## config.mk

```make
export PLATFORM = sky130hd
export DESIGN_NAME = ns_gnrl_wrr_arbiter
export DESIGN_NICKNAME = d
export VERILOG_FILES = /design/src/rtl/ns_arbt_pkg.sv /design/src/rtl/ns_gnrl_rr_pick.sv /design/src/rtl/ns_gnrl_wrr_arbiter.sv
export SDC_FILE = /design/constraint.sdc
export NUM_CORES = 1
export LEC_CHECK = 0
export ABC_AREA = 1
export ABC_CLOCK_PERIOD_IN_PS = 2300
export CAP_MARGIN = 20
export CORE_ASPECT_RATIO = 0.8
export CORE_UTILIZATION = 44
export CTS_CLUSTER_SIZE = 12
export DETAILED_ROUTE_END_ITERATION = 7
export PLACE_DENSITY = 0.79
export SLEW_MARGIN = 20
export SYNTH_ARGS = -nofsm -noshare
export SYNTH_HDL_FRONTEND = slang
export SYNTH_SLANG_ARGS = --single-unit
```

## constraint.sdc

```tcl
create_clock -name clk -period 2.3 [get_ports clk]
set_input_delay 0.46 -clock clk [delete_from_list [all_inputs] [get_ports clk]]
set_output_delay 0.46 -clock clk [all_outputs]
set_load 0.02 [all_outputs]
```

## src/rtl/ns_arbt_pkg.sv

```systemverilog
`default_nettype none
// +----------------------------------------------------------------------------+
// | ns_arbt_pkg                                                                |
// | Shared types and helpers for the ns_gnrl arbitration set.                  |
// | Revision: 1.0                                                              |
// +----------------------------------------------------------------------------+
package ns_arbt_pkg;

  localparam int C_WGT_W_DEF = 4;

  typedef logic [C_WGT_W_DEF-1:0] wgt_t;

  function automatic int id_width(input int n);
    return (n > 1) ? $clog2(n) : 1;
  endfunction

  // Reset pointer sits on the last index so the first circular search starts at 0.
  function automatic int rst_ptr(input int n);
    return n - 1;
  endfunction

endpackage
`default_nettype wire

```

## src/rtl/ns_gnrl_rr_pick.sv

```systemverilog
`default_nettype none
// +----------------------------------------------------------------------------+
// | ns_gnrl_rr_pick                                                            |
// | Combinational circular first-one search starting at start_id.              |
// | Revision: 1.0                                                              |
// +----------------------------------------------------------------------------+
module ns_gnrl_rr_pick
  import ns_arbt_pkg::*;
#(
  parameter int N    = 4,
  parameter int ID_W = id_width(N)
) (
  input  logic [N-1:0]    req_vec,
  input  logic [ID_W-1:0] start_id,
  output logic [N-1:0]    pick_oh,
  output logic [ID_W-1:0] pick_id,
  output logic            pick_fnd
);

  localparam int C_PW = $clog2(2 * N);

  logic [2*N-1:0]  w_mask;
  logic [2*N-1:0]  w_dbl;
  logic [C_PW-1:0] w_pos;

  // Lower copy masked below start_id; upper copy supplies the wrap-around.
  always_comb begin
    w_mask = '0;
    for (int i = 0; i < 2 * N; i++) begin
      w_mask[i] = (i >= N) || (i >= int'(start_id));
    end
    w_dbl    = {req_vec, req_vec} & w_mask;
    w_pos    = '0;
    pick_fnd = 1'b0;
    for (int i = 2 * N - 1; i >= 0; i--) begin
      if (w_dbl[i]) begin
        w_pos    = C_PW'(i);
        pick_fnd = 1'b1;
      end
    end
    pick_id = (w_pos >= C_PW'(N)) ? ID_W'(w_pos - C_PW'(N)) : ID_W'(w_pos);
    pick_oh = '0;
    if (pick_fnd) begin
      pick_oh[pick_id] = 1'b1;
    end
  end

endmodule
`default_nettype wire

```

## src/rtl/ns_gnrl_wrr_arbiter.sv

```systemverilog
`default_nettype none
// +----------------------------------------------------------------------------+
// | ns_gnrl_wrr_arbiter                                                        |
// | Weighted round-robin arbiter, valid/ready grant, optional packet lock      |
// | enabled by defining NS_WRR_LOCK_EN.                                        |
// | Revision: 1.0                                                              |
// +----------------------------------------------------------------------------+
module ns_gnrl_wrr_arbiter
  import ns_arbt_pkg::*;
#(
  parameter int ARBT_NUM = 4,
  parameter int WGT_W    = 4,
  parameter int ID_W     = id_width(ARBT_NUM)
) (
  input  logic                      clk,
  input  logic                      rst,
  input  logic [ARBT_NUM-1:0]       req_vec,
  input  logic [ARBT_NUM-1:0]       req_last,
  input  logic [ARBT_NUM*WGT_W-1:0] wgt_vec,
  input  logic                      wgt_load,
  input  logic                      grt_rdy,
  output logic                      grt_vld,
  output logic [ARBT_NUM-1:0]       grt_vec,
  output logic [ID_W-1:0]           grt_id
);

  typedef logic [WGT_W-1:0] wgt_w_t;

  localparam logic [0:0]          ST_IDLE   = 1'b0;
  localparam logic [0:0]          ST_OWN    = 1'b1;
  localparam logic [ID_W-1:0]     C_RST_PTR = ID_W'(rst_ptr(ARBT_NUM));
  localparam logic [ID_W-1:0]     C_LAST    = ID_W'(ARBT_NUM - 1);
  localparam logic [ARBT_NUM-1:0] C_ONE     = ARBT_NUM'(1);

  logic [0:0]      r_state;
  logic [0:0]      w_state_nxt;
  logic [ID_W-1:0] r_ptr;
  logic [ID_W-1:0] w_ptr_nxt;
  wgt_w_t          r_cred;
  wgt_w_t          w_cred_nxt;
  wgt_w_t          r_wgt [ARBT_NUM];

  logic                w_locked;
  logic                w_own;
  logic                w_keep;
  logic                w_win_vld;
  logic [ID_W-1:0]     w_win_id;
  logic                w_xfer;
  logic [ID_W-1:0]     w_start;
  logic [ARBT_NUM-1:0] w_pick_oh;
  logic [ID_W-1:0]     w_pick_id;
  logic                w_pick_fnd;

  assign w_start = (r_ptr == C_LAST) ? '0 : r_ptr + 1'b1;

  ns_gnrl_rr_pick #(
    .N    (ARBT_NUM),
    .ID_W (ID_W)
  ) u_pick (
    .req_vec  (req_vec),
    .start_id (w_start),
    .pick_oh  (w_pick_oh),
    .pick_id  (w_pick_id),
    .pick_fnd (w_pick_fnd)
  );

  assign w_own     = (r_state == ST_OWN);
  assign w_keep    = w_own && req_vec[r_ptr] && ((r_cred != '0) || w_locked);
  // A held lock with the owner's request gone blocks everyone else.
  assign w_win_vld = w_keep || (!w_locked && w_pick_fnd);
  assign w_win_id  = w_keep ? r_ptr : w_pick_id;
  assign w_xfer    = w_win_vld && grt_rdy;

`ifdef NS_WRR_LOCK_EN
  logic r_locked;
  logic w_locked_nxt;

  assign w_locked = r_locked;

  always_comb begin
    w_locked_nxt = r_locked;
    if (w_xfer) begin
      w_locked_nxt = ~req_last[w_win_id];
    end
  end

  always_ff @(posedge clk or posedge rst) begin
    if (rst) begin
      r_locked <= 1'b0;
    end else begin
      r_locked <= w_locked_nxt;
    end
  end
`else
  logic w_locked_nxt;
  logic w_unused_last;

  assign w_locked      = 1'b0;
  assign w_locked_nxt  = 1'b0;
  assign w_unused_last = ^req_last;
`endif

  always_ff @(posedge clk or posedge rst) begin
    if (rst) begin
      r_state <= ST_IDLE;
      r_ptr   <= C_RST_PTR;
      r_cred  <= '0;
    end else begin
      r_state <= w_state_nxt;
      r_ptr   <= w_ptr_nxt;
      r_cred  <= w_cred_nxt;
    end
  end

  // A same-cycle wgt_load does not reach cred: it reads the old r_wgt.
  always_comb begin
    w_state_nxt = r_state;
    w_ptr_nxt   = r_ptr;
    w_cred_nxt  = r_cred;
    if (w_xfer) begin
      if (w_keep) begin
        w_cred_nxt = (r_cred == '0) ? '0 : r_cred - 1'b1;
      end else begin
        w_ptr_nxt  = w_pick_id;
        w_cred_nxt = r_wgt[w_pick_id];
      end
      w_state_nxt = ((w_cred_nxt == '0) && !w_locked_nxt) ? ST_IDLE : ST_OWN;
    end
  end

  always_comb begin
    grt_vld = w_win_vld;
    grt_vec = '0;
    grt_id  = '0;
    if (w_win_vld) begin
      grt_id  = w_win_id;
      grt_vec = w_keep ? (C_ONE << r_ptr) : w_pick_oh;
    end
  end

  always_ff @(posedge clk or posedge rst) begin
    if (rst) begin
      for (int i = 0; i < ARBT_NUM; i++) begin
        r_wgt[i] <= '0;
      end
    end else if (wgt_load) begin
      for (int i = 0; i < ARBT_NUM; i++) begin
        r_wgt[i] <= wgt_vec[i*WGT_W +: WGT_W];
      end
    end
  end

endmodule
`default_nettype wire

```

Word level (Yosys, flattened, before mapping)
Index checks and enable logic that the tools add are counted.

Word-level logic and storage cells: 64. Output and inout port bits: 7. Flip-flop bits (word level): 23.

Shift-type cells: 1. Magnitude comparators: 8. Bitwise operators: 2. Eq/ne operators: 1. Add/subtract/negate cells: 3. Reductions and logical operators: 8. Muxes and demuxes: 34.

Operators with widths (number): two-way mux 4 bit (8); two-way mux 3 bit (8); two-way mux 1 bit (11); AND 8 bit (1); binary-select mux 4 bit (select 2 bit) (1); zero test 4 bit (2); two-way mux 2 bit (4); >= comparator 3 bit, second input constant (2); less-than comparator 2 x 3 -> 1 bit, second input constant (2); >= comparator 1 x 2 -> 1 bit, first input constant (2); logical AND 1 bit (4); nonzero test 4 bit (1); << shifter 1 x 2 -> 4 bit, first input constant (1); subtractor 4 x 1 -> 4 bit, second input constant (1); NOT 2 -> 3 bit (1); adder 2 x 1 -> 2 bit, second input constant (1); binary-select mux 1 bit (select 2 bit) (1); demux 1 bit (select 2 bit) (1); == test 2 bit, second input constant (1); >= comparator 2 x 1 -> 1 bit, second input constant (1); >= comparator 2 bit, first input constant (1); subtractor 2 x 1 -> 2 bit, second input constant (1); logical OR 1 bit (1).

Logic depth before layout (Yosys ltp)
Gate-level depths: netlist of run 1.

Depth in word-level cells: 22. Depth in mapped cells: 15.

By module
From an unflattened synthesis of run 1, not the netlist that was laid out.

Cells, all modules: 198. Area, all modules: 1482.7 um^2.

Modules (own cells, without submodules): ns_gnrl_wrr_arbiter (area an instance 1365.1 um^2, cells each 172, seq. area each 578.1 um^2, instances 1); ns_gnrl_rr_pick (area an instance 117.6 um^2, cells each 26, seq. area each 0.0 um^2, instances 1).

Least setup slack after synthesis of run 1
Ideal clock, no wire load.

Path type: register -> output. Start: register r_ptr[0]. End: output grt_vec[3]. Slack: -0.224 ns. Arrival: 2.064 ns. Cell stages (with the launch flop): 8. Data required time: 1.840 ns. Path through: dfstp_2 -> inv_2 -> ha_1 -> or2_4 -> nand2_4 -> nand2_4 -> buf_6 -> o31ai_1.

Longest elaborated chain between the ends: 16. Elaborated cells between the ends (all ways): 30.

Ends and longest elaborated chain: start: declaration (RTL line ns_gnrl_wrr_arbiter.sv:37) `logic [ID_W-1:0] r_ptr;`; start signal: assignment (RTL line ns_gnrl_wrr_arbiter.sv:110) `r_ptr <= w_ptr_nxt;`; adder 2 x 1 -> 2 bit or == test 2 bit (tied branches) (RTL line ns_gnrl_wrr_arbiter.sv:54) `assign w_start = (r_ptr == C_LAST) ? '0 : r_ptr + 1'b1;`; two-way mux 2 bit (RTL line ns_gnrl_wrr_arbiter.sv:54); >= comparator 2 bit (RTL line ns_gnrl_rr_pick.sv:30) `w_mask[i] = (i >= N) || (i >= int'(start_id));`; AND 8 bit (RTL line ns_gnrl_rr_pick.sv:32) `w_dbl = {req_vec, req_vec} & w_mask;`; two-way mux 3 bit (3 in a row) (RTL line ns_gnrl_rr_pick.sv:36) `if (w_dbl[i]) begin`; >= comparator 3 bit or subtractor 2 x 1 -> 2 bit (tied branches) (RTL line ns_gnrl_rr_pick.sv:41) `pick_id = (w_pos >= C_PW'(N)) ? ID_W'(w_pos - C_PW'(N)) : ID_W'(w_pos);`; two-way mux 2 bit (RTL line ns_gnrl_rr_pick.sv:41); less-than comparator 2 x 3 -> 1 bit (not written as such) or >= comparator 2 x 1 -> 1 bit (tied branches) (RTL line ns_gnrl_rr_pick.sv:44) `pick_oh[pick_id] = 1'b1;`; logical AND 1 bit (not written as such) (RTL line ns_gnrl_rr_pick.sv:44); two-way mux 1 bit (not written as such) (RTL line ns_gnrl_rr_pick.sv:44); demux 1 bit (select 2 bit); two-way mux 4 bit (RTL line ns_gnrl_rr_pick.sv:43) `if (pick_fnd) begin`; two-way mux 4 bit (RTL line ns_gnrl_wrr_arbiter.sv:137) `grt_vec = w_keep ? (C_ONE << r_ptr) : w_pick_oh;`; two-way mux 4 bit * (RTL line ns_gnrl_wrr_arbiter.sv:135) `if (w_win_vld) begin`; end: declaration (RTL line ns_gnrl_wrr_arbiter.sv:23) `output logic [ARBT_NUM-1:0] grt_vec,`.

Every way passes the cells marked *; elsewhere a longest branch is shown, timed or not. The select of a mux whose other input is x is not followed.

Worst setup path in the final report of run 1
Start: register r_ptr[0]. End: output grt_id[0].

Longest elaborated chain between the ends: 11. Elaborated cells between the ends (all ways): 23.

Ends and longest elaborated chain: adder 2 x 1 -> 2 bit or == test 2 bit (tied branches) (RTL line ns_gnrl_wrr_arbiter.sv:54); two-way mux 2 bit (RTL line ns_gnrl_wrr_arbiter.sv:54); >= comparator 2 bit (RTL line ns_gnrl_rr_pick.sv:30); AND 8 bit (RTL line ns_gnrl_rr_pick.sv:32); two-way mux 3 bit (3 in a row) (RTL line ns_gnrl_rr_pick.sv:36); >= comparator 3 bit or subtractor 2 x 1 -> 2 bit (tied branches) (RTL line ns_gnrl_rr_pick.sv:41); two-way mux 2 bit (RTL line ns_gnrl_rr_pick.sv:41); two-way mux 2 bit; two-way mux 2 bit * (RTL line ns_gnrl_wrr_arbiter.sv:135); end: declaration (RTL line ns_gnrl_wrr_arbiter.sv:24) `output logic [ID_W-1:0] grt_id`.

Marks and branches as above.

==> flow_summary.ini, run 1 <==
[placed_design]
placed_cells_incl_taps = 264
globalplace.congestion = 0.879
placement.cell_area_um2 = 1900
hpwl_um = 2420
portBuffers = 30
place_ws_ns = -0.481

[clocking]
clock_latency_ns = 0.27
tritoncts = done
postCtsHoldBufs = 0
cts-htree-levels = 1
clkSlewWorstSetupHoldPaths_ns = 0.09
cts_max_path_buffers = 2
numCtsBuffers = 3
clock_sink_count = 23
cts-root-buf = clkbuf_8

[synthesis]
post_synth_num_cell_types = 24
cell_count_after_synthesis = 181
synthesis.area_um2 = 1430
postSynthAreaPerCell_um2 = 7.91
synth_top_area_share = 0.367
yosys-top-cells-area = dfrtp_1 (37%), nand2_1 (13%), nand3_1 (7.0%)
synth_area_leader_cell = dfrtp_1
ys.warnings.count = 0
synth_nets = 215
ys_ff_latch = 23
synth.yosys.seq_area_share = 0.404

[sta]
totalNegativeSetupSlack_ns = -0.202
fin_ws_ns = -0.0857
hold_violations = 0
fin_worst_skew_ns = 0.0115
rsz_0062_raised_after_global_routing = true
fmax_mhz = 419
timing.slew.headroom = 0.711
post-route-min-period_ns = 2.39
final.hold.worst_slack_ns = 0.516
layout_worst_path_cycle_share = 1.04
tightestPinTransition_ns = 0.432
drv_slew = 0
setup_viol_count_final = 5

[final_layout]
final_core_util = 0.672
layout_cells_sized_above_1 = 0.319
fill_cells = 242
area_growth_pct = 44.8
postLayoutCellArea_um2 = 2070
finish.net_count = 267
antenna-diode-count = 0
stdcell_count = 272

[setup_path]
path_class = reg -> out
crit_path_max_fanout = 4
critical_path_cell_list = inv_2, ha_4, or2_4, nand2_4, nand2_4, nand2_4, o21a_1, buf_6
worst-endpoint-required_ns = 1.84
kind_of_capture_point_of_the_worst_setup_path = primary output
timing.critical_path.mode_cell = nand2_4
cpPeakStageDelay_ns = 0.55
timing.critical_path.arrival_ns = 1.93
cp-start-kind = register
cp_max_stage_cell = dfstp_2

[detailed_routing]
route.detailed.wl_per_inst_um = 12.0
antenna_violating_nets_post_route = 0
route.detailed.drc = 0
route.final.wire_length_um = 3250
drt-initial-drc-count = 59
drt_pass1_iterations = 4
vias_per_cell = 4.91
vias = 1336

[status]
run_status = finished, violations left
failing_checks = negative setup slack

[grt]
antenna_violations_before_repair = 0
grt_usage = 0.205
vias_in_the_first_global_route = 1236
grt_first_pass_wirelength_um = 5340
grt_start_max_net_pins = 24
grt-ovfl-total = 0

[floorplanning]
die_w_um = 65.8
core_region_area_um2 = 3090
starting_utilization_of_the_core_area = 0.464
fp-row-count = 18
floorplan.die.height_um = 53.0
area_of_the_die_um2 = 3490
num_io_pins = 35

[power_and_ir_drop]
ir_drop_mv = 0.527
power_per_cell_area_nw_per_um2 = 1260
power_mw = 2.61
power_leakage_nw = 1.03

[worst_hold_path]
worstHoldPathType = in -> async

[flow_run]
drv.max_cap_violation_count = 0
[where the power goes]
| group | internal (mW) | total (mW) | switching [mW] |
|---|---|---|---|
| registers | 0.498 | 0.550 | 0.0524 |
| logic | 0.816 | 1.80 | 0.988 |
| clock network | 0.124 | 0.253 | 0.130 |
| total | 1.44 | 2.61 | 1.17 |
[registers in the layout, indices dropped and copies added, names as in the netlist]
name     cells
r_ptr        2
r_state      1
r_cred       4
r_wgt       16
[cell usage after synthesis, drive strengths merged]
cell type,count
a31oi,1
o21ai,20
o21a,2
nand2,56
nor2b,1
dfstp,2
or2,1
inv,26
o31ai,2
dfrtp,21
ha,6
a21oi,1
mux2,8
nor2,5
nor3,1
clkbuf,4
buf,1
nand3,23
[worst max-delay path: cells and delay by family (launching register included)]
family	cells	cell delay, ns
compound gates	1	0.18
fa+ha+maj	1	0.23
buf+inv	2	0.19
flops	1	0.55
simple gates	4	0.51
[repair_timing]
action                                  4_1_cts  5_1_grt
pin swaps                                     7        2
gates resized for setup                      55        8
endpoints found under the setup margin        7        7
hold endpoints to repair                      0        0
setup buffers                                 2        2
[per-layer routing]
layer  GRT usage  vias up  part of all wire
met4      0.0507        0            0.0043
met2       0.344       32              0.47
li1            -      683                 -
met5           0        -                 0
met1       0.270      619              0.48
met3      0.0409        2             0.041
[cells in the final DEF (no fill, tap or decap), types with 8 or more instances in the layout]
| cell type | netlist | routed |
|---|---|---|
| dfrtp_1 | 21 | 21 |
| nand2_1 | 51 | 43 |
| inv_1 | 23 | 22 |
| o21ai_0 | 18 | 14 |
| buf_4 | 0 | 23 |
| nand2_2 | 2 | 8 |
| nand3_1 | 20 | 18 |
| clkdlybuf4s50_1 | 0 | 21 |
| mux2_2 | 8 | 8 |
[area by class of cell]
cell class | count | area [µm²] | share of cell area
Clock buffer | 4 | 45.0 | 0.0217
Sequential cell | 23 | 578 | 0.279
Inverter | 26 | 100 | 0.0483
Multi-Input combinational cell | 127 | 827 | 0.399
Tap cell | 40 | 50.0 | 0.0241
Timing Repair Buffer | 52 | 473 | 0.228
[final timing paths]
| kind | startpoint | slack [ns] | depth (start not counted) | endpoint |
|---|---|---|---|---|
| max | r_ptr[0] | -0.09 | 8 | grt_id[0] |
| min | rst | 0.52 | 3 | r_cred[1] |
| max reg2reg | r_ptr[0] | 0.13 | 13 | r_state |
| min reg2reg | r_wgt[7] | 0.52 | 1 | r_wgt[7] |
| max in group asynchronous | rst | 1.51 | 3 | r_ptr[0] |
| min in group clk | r_wgt[7] | 0.52 | 1 | r_wgt[7] |
[logic make-up (layout without fill, tap and decap cells)]
group | Yosys count | after routing | synth area share
fa+ha+maj | 6 | 6 | 0.0524
compound gates | 26 | 26 | 0.101
simple gates | 87 | 87 | 0.293
mux | 8 | 8 | 0.0629
buf+inv | 31 | 82 | 0.0865
flops | 23 | 23 | 0.404
Power figures use the tool's default switching activity.
==> run 2: changes to the inputs <==
ABC_CLOCK_PERIOD_IN_PS = 3050   (was 2300)
CORE_UTILIZATION = 45   (was 44)
PLACE_DENSITY = 0.78   (was 0.79)
clock period = 3.05 ns   (was 2.3 ns; I/O delays follow)
==> flow_summary.ini, run 2 (same netlist as run 1, synthesis figures left out) <==
[status]
run_status = finished clean

[setup_path]
cp-start-kind = register
path_class = reg -> out
ff2ff_setup_slack_ns = 0.81
critical_path.reg2reg.endpoint = r_state
kind_of_capture_point_of_the_worst_setup_path = primary output
worstRegToRegCells = 14
timing.critical_path.arrival_ns = 2.30
rr_startpoint = r_ptr[0]
worst-endpoint-required_ns = 2.44
crit_path_max_fanout = 7

[placed_design]
globalplace.congestion = 0.849
hpwl_um = 2460
place_ws_ns = -0.0910
placement.cell_area_um2 = 1840
portBuffers = 30

[sta]
fmax_mhz = 344
timing.slew.headroom = 0.414
fin_ws_ns = 0.141
tightestPinTransition_ns = 0.878
post-route-min-period_ns = 2.91
drv_slew = 0
setup_viol_count_final = 0
fin_worst_skew_ns = 0.00258
hold_violations = 0
totalNegativeSetupSlack_ns = 0
layout_worst_path_cycle_share = 0.954
rsz_0062_raised_after_global_routing = false

[final_layout]
layout_common_cells = nand2_1 (51), clkdlybuf4s50_1 (24), inv_1 (23), dfrtp_1 (21), nand3_1 (20)
area_occupied_by_multi_input_gates_um2 = 729
antenna-diode-count = 0
fill_cells = 281
largest_register_by_flop_count = r_wgt
area_growth_pct = 30.9
layout_cells_sized_above_1 = 0.190
final_common_cell = nand2_1
postLayoutCellArea_um2 = 1870
finish.net_count = 256
final_core_util = 0.647
largest_register_ff_count = 16
layout.area.seq_um2 = 578
biggestRegsByFlops = r_wgt x16, r_cred x4, r_ptr x2

[floorplanning]
core_region_area_um2 = 2890
floorplan.die.height_um = 52.4
die_w_um = 65.1
fp-row-count = 17
num_io_pins = 35
area_of_the_die_um2 = 3410
starting_utilization_of_the_core_area = 0.495

[clocking]
cts-htree-levels = 1
cts_max_path_buffers = 2
numCtsBuffers = 3
clock_sink_count = 23
cts-root-buf = clkbuf_8
clock_latency_ns = 0.26
tritoncts = done
clkSlewWorstSetupHoldPaths_ns = 0.08

[power_and_ir_drop]
power_per_cell_area_nw_per_um2 = 871
power_mw = 1.63
p_sw_mw = 0.749
power.share.switching = 0.459
combPwrFrac = 0.615
power_leakage_nw = 0.943
ir_drop_mv = 0.535
seq_power_share = 0.267
clkPwrFrac = 0.118
intPower_mw = 0.882

[grt]
vias_in_the_first_global_route = 1326
grt-ovfl-total = 0
grt_first_pass_wirelength_um = 5610
grt_start_max_net_pins = 25
antenna_violations_before_repair = 0
grt_usage = 0.215

[worst_hold_path]
worstHoldPathType = reg -> reg
hold-path-endpoint = r_wgt[15]
min_path_cells = 1
worstHoldStart = r_wgt[15]

[detailed_routing]
route.detailed.wl_per_inst_um = 11.9
antenna_violating_nets_post_route = 0
drt_pass1_iterations = 4
route.final.wire_length_um = 3090
route.detailed.drc = 0
drt-initial-drc-count = 50
vias_per_cell = 5.12
vias = 1326

[flow_run]
drv.max_cap_violation_count = 0
-- run 2: cell types whose count changed in the layout (fill, tap and decap cells not counted), sizes merged --
cell and change:
clkdlybuf4s50 +3, dlymetal6s2s -2, dlygate4sd2 +4, clkinvlp +1
buf -17
-- run 2: worst max-delay path, cell delays in order, from the launching register on --
cell,delay [ns]
dfstp_2,0.61
inv_2,0.09
ha_1,0.30
or2_4,0.27
nand2_1,0.10
nor2b_4,0.06
o31ai_1,0.24
dlygate4sd2_1,0.36
-- run 2: final cells by class --
cell class | count | share of cell area
flip-flops and latches | 23 | 0.309
multi-input cells | 127 | 0.389
clock inverters | 1 | 0.00401
inverters | 26 | 0.0521
clock buffers | 3 | 0.0220
well taps | 38 | 0.0254
repair buffers | 41 | 0.198
-- run 2: what timing repair did --
item                                    in CTS  in global routing
buffers inserted                             0                  0
gates resized for setup                      6                  2
gates cloned                                 0                  0
hold buffers                                 0                  0
endpoints found under the setup margin       6                  1
-- run 2: power by group through the flow --
stage / clock (mW) / combinational (mW) / sequential, mW
global route: 0.214 / 1.13 / 0.443
floorplan: 0 / 0.673 / 0.424
finish: 0.193 / 1.00 / 0.435
CTS: 0.200 / 1.01 / 0.433
global placement: 0 / 1.02 / 0.435
detailed placement: 0 / 1.06 / 0.440
-- run 2: worst max-delay path by stage --
stage / from / to / slack, ns / depth (start not counted)
after CTS: r_ptr[1] / grt_vec[1] / 0.13 / 9
after detailed placement: req_vec[1] / grt_vec[0] / -0.09 / 10
after global routing: r_ptr[1] / grt_vec[0] / 0.03 / 7
after floorplan: r_ptr[0] / grt_vec[3] / 0.38 / 7
after global placement: req_vec[1] / grt_vec[0] / 0.003 / 10
final: r_ptr[0] / grt_vec[0] / 0.14 / 7
-- run 2: metal layers --
metal  global-route usage  part of all wire  vias up
li1                     -                 -      661
met1                0.251              0.44      615
met2                0.406              0.49       48
met3               0.0543             0.061        2
met4               0.0290            0.0026        0
met5                    0                 0        -
-- run 2: stage by stage --
stage | cells | hold WS (ns)
2_1_floorplan | 181 | 0.481
3_3_place_gp | 255 | 0.492
3_5_place_dp | 255 | 0.497
4_1_cts | 259 | 0.517
5_1_grt | 259 | 0.530
6_report | 259 | 0.514
==> run 3: changes to the inputs <==
CTS_CLUSTER_DIAMETER = 80   (was unset)
==> results of run 3 <==
The final DEF is identical to that of run 2; final timing and power are the same.
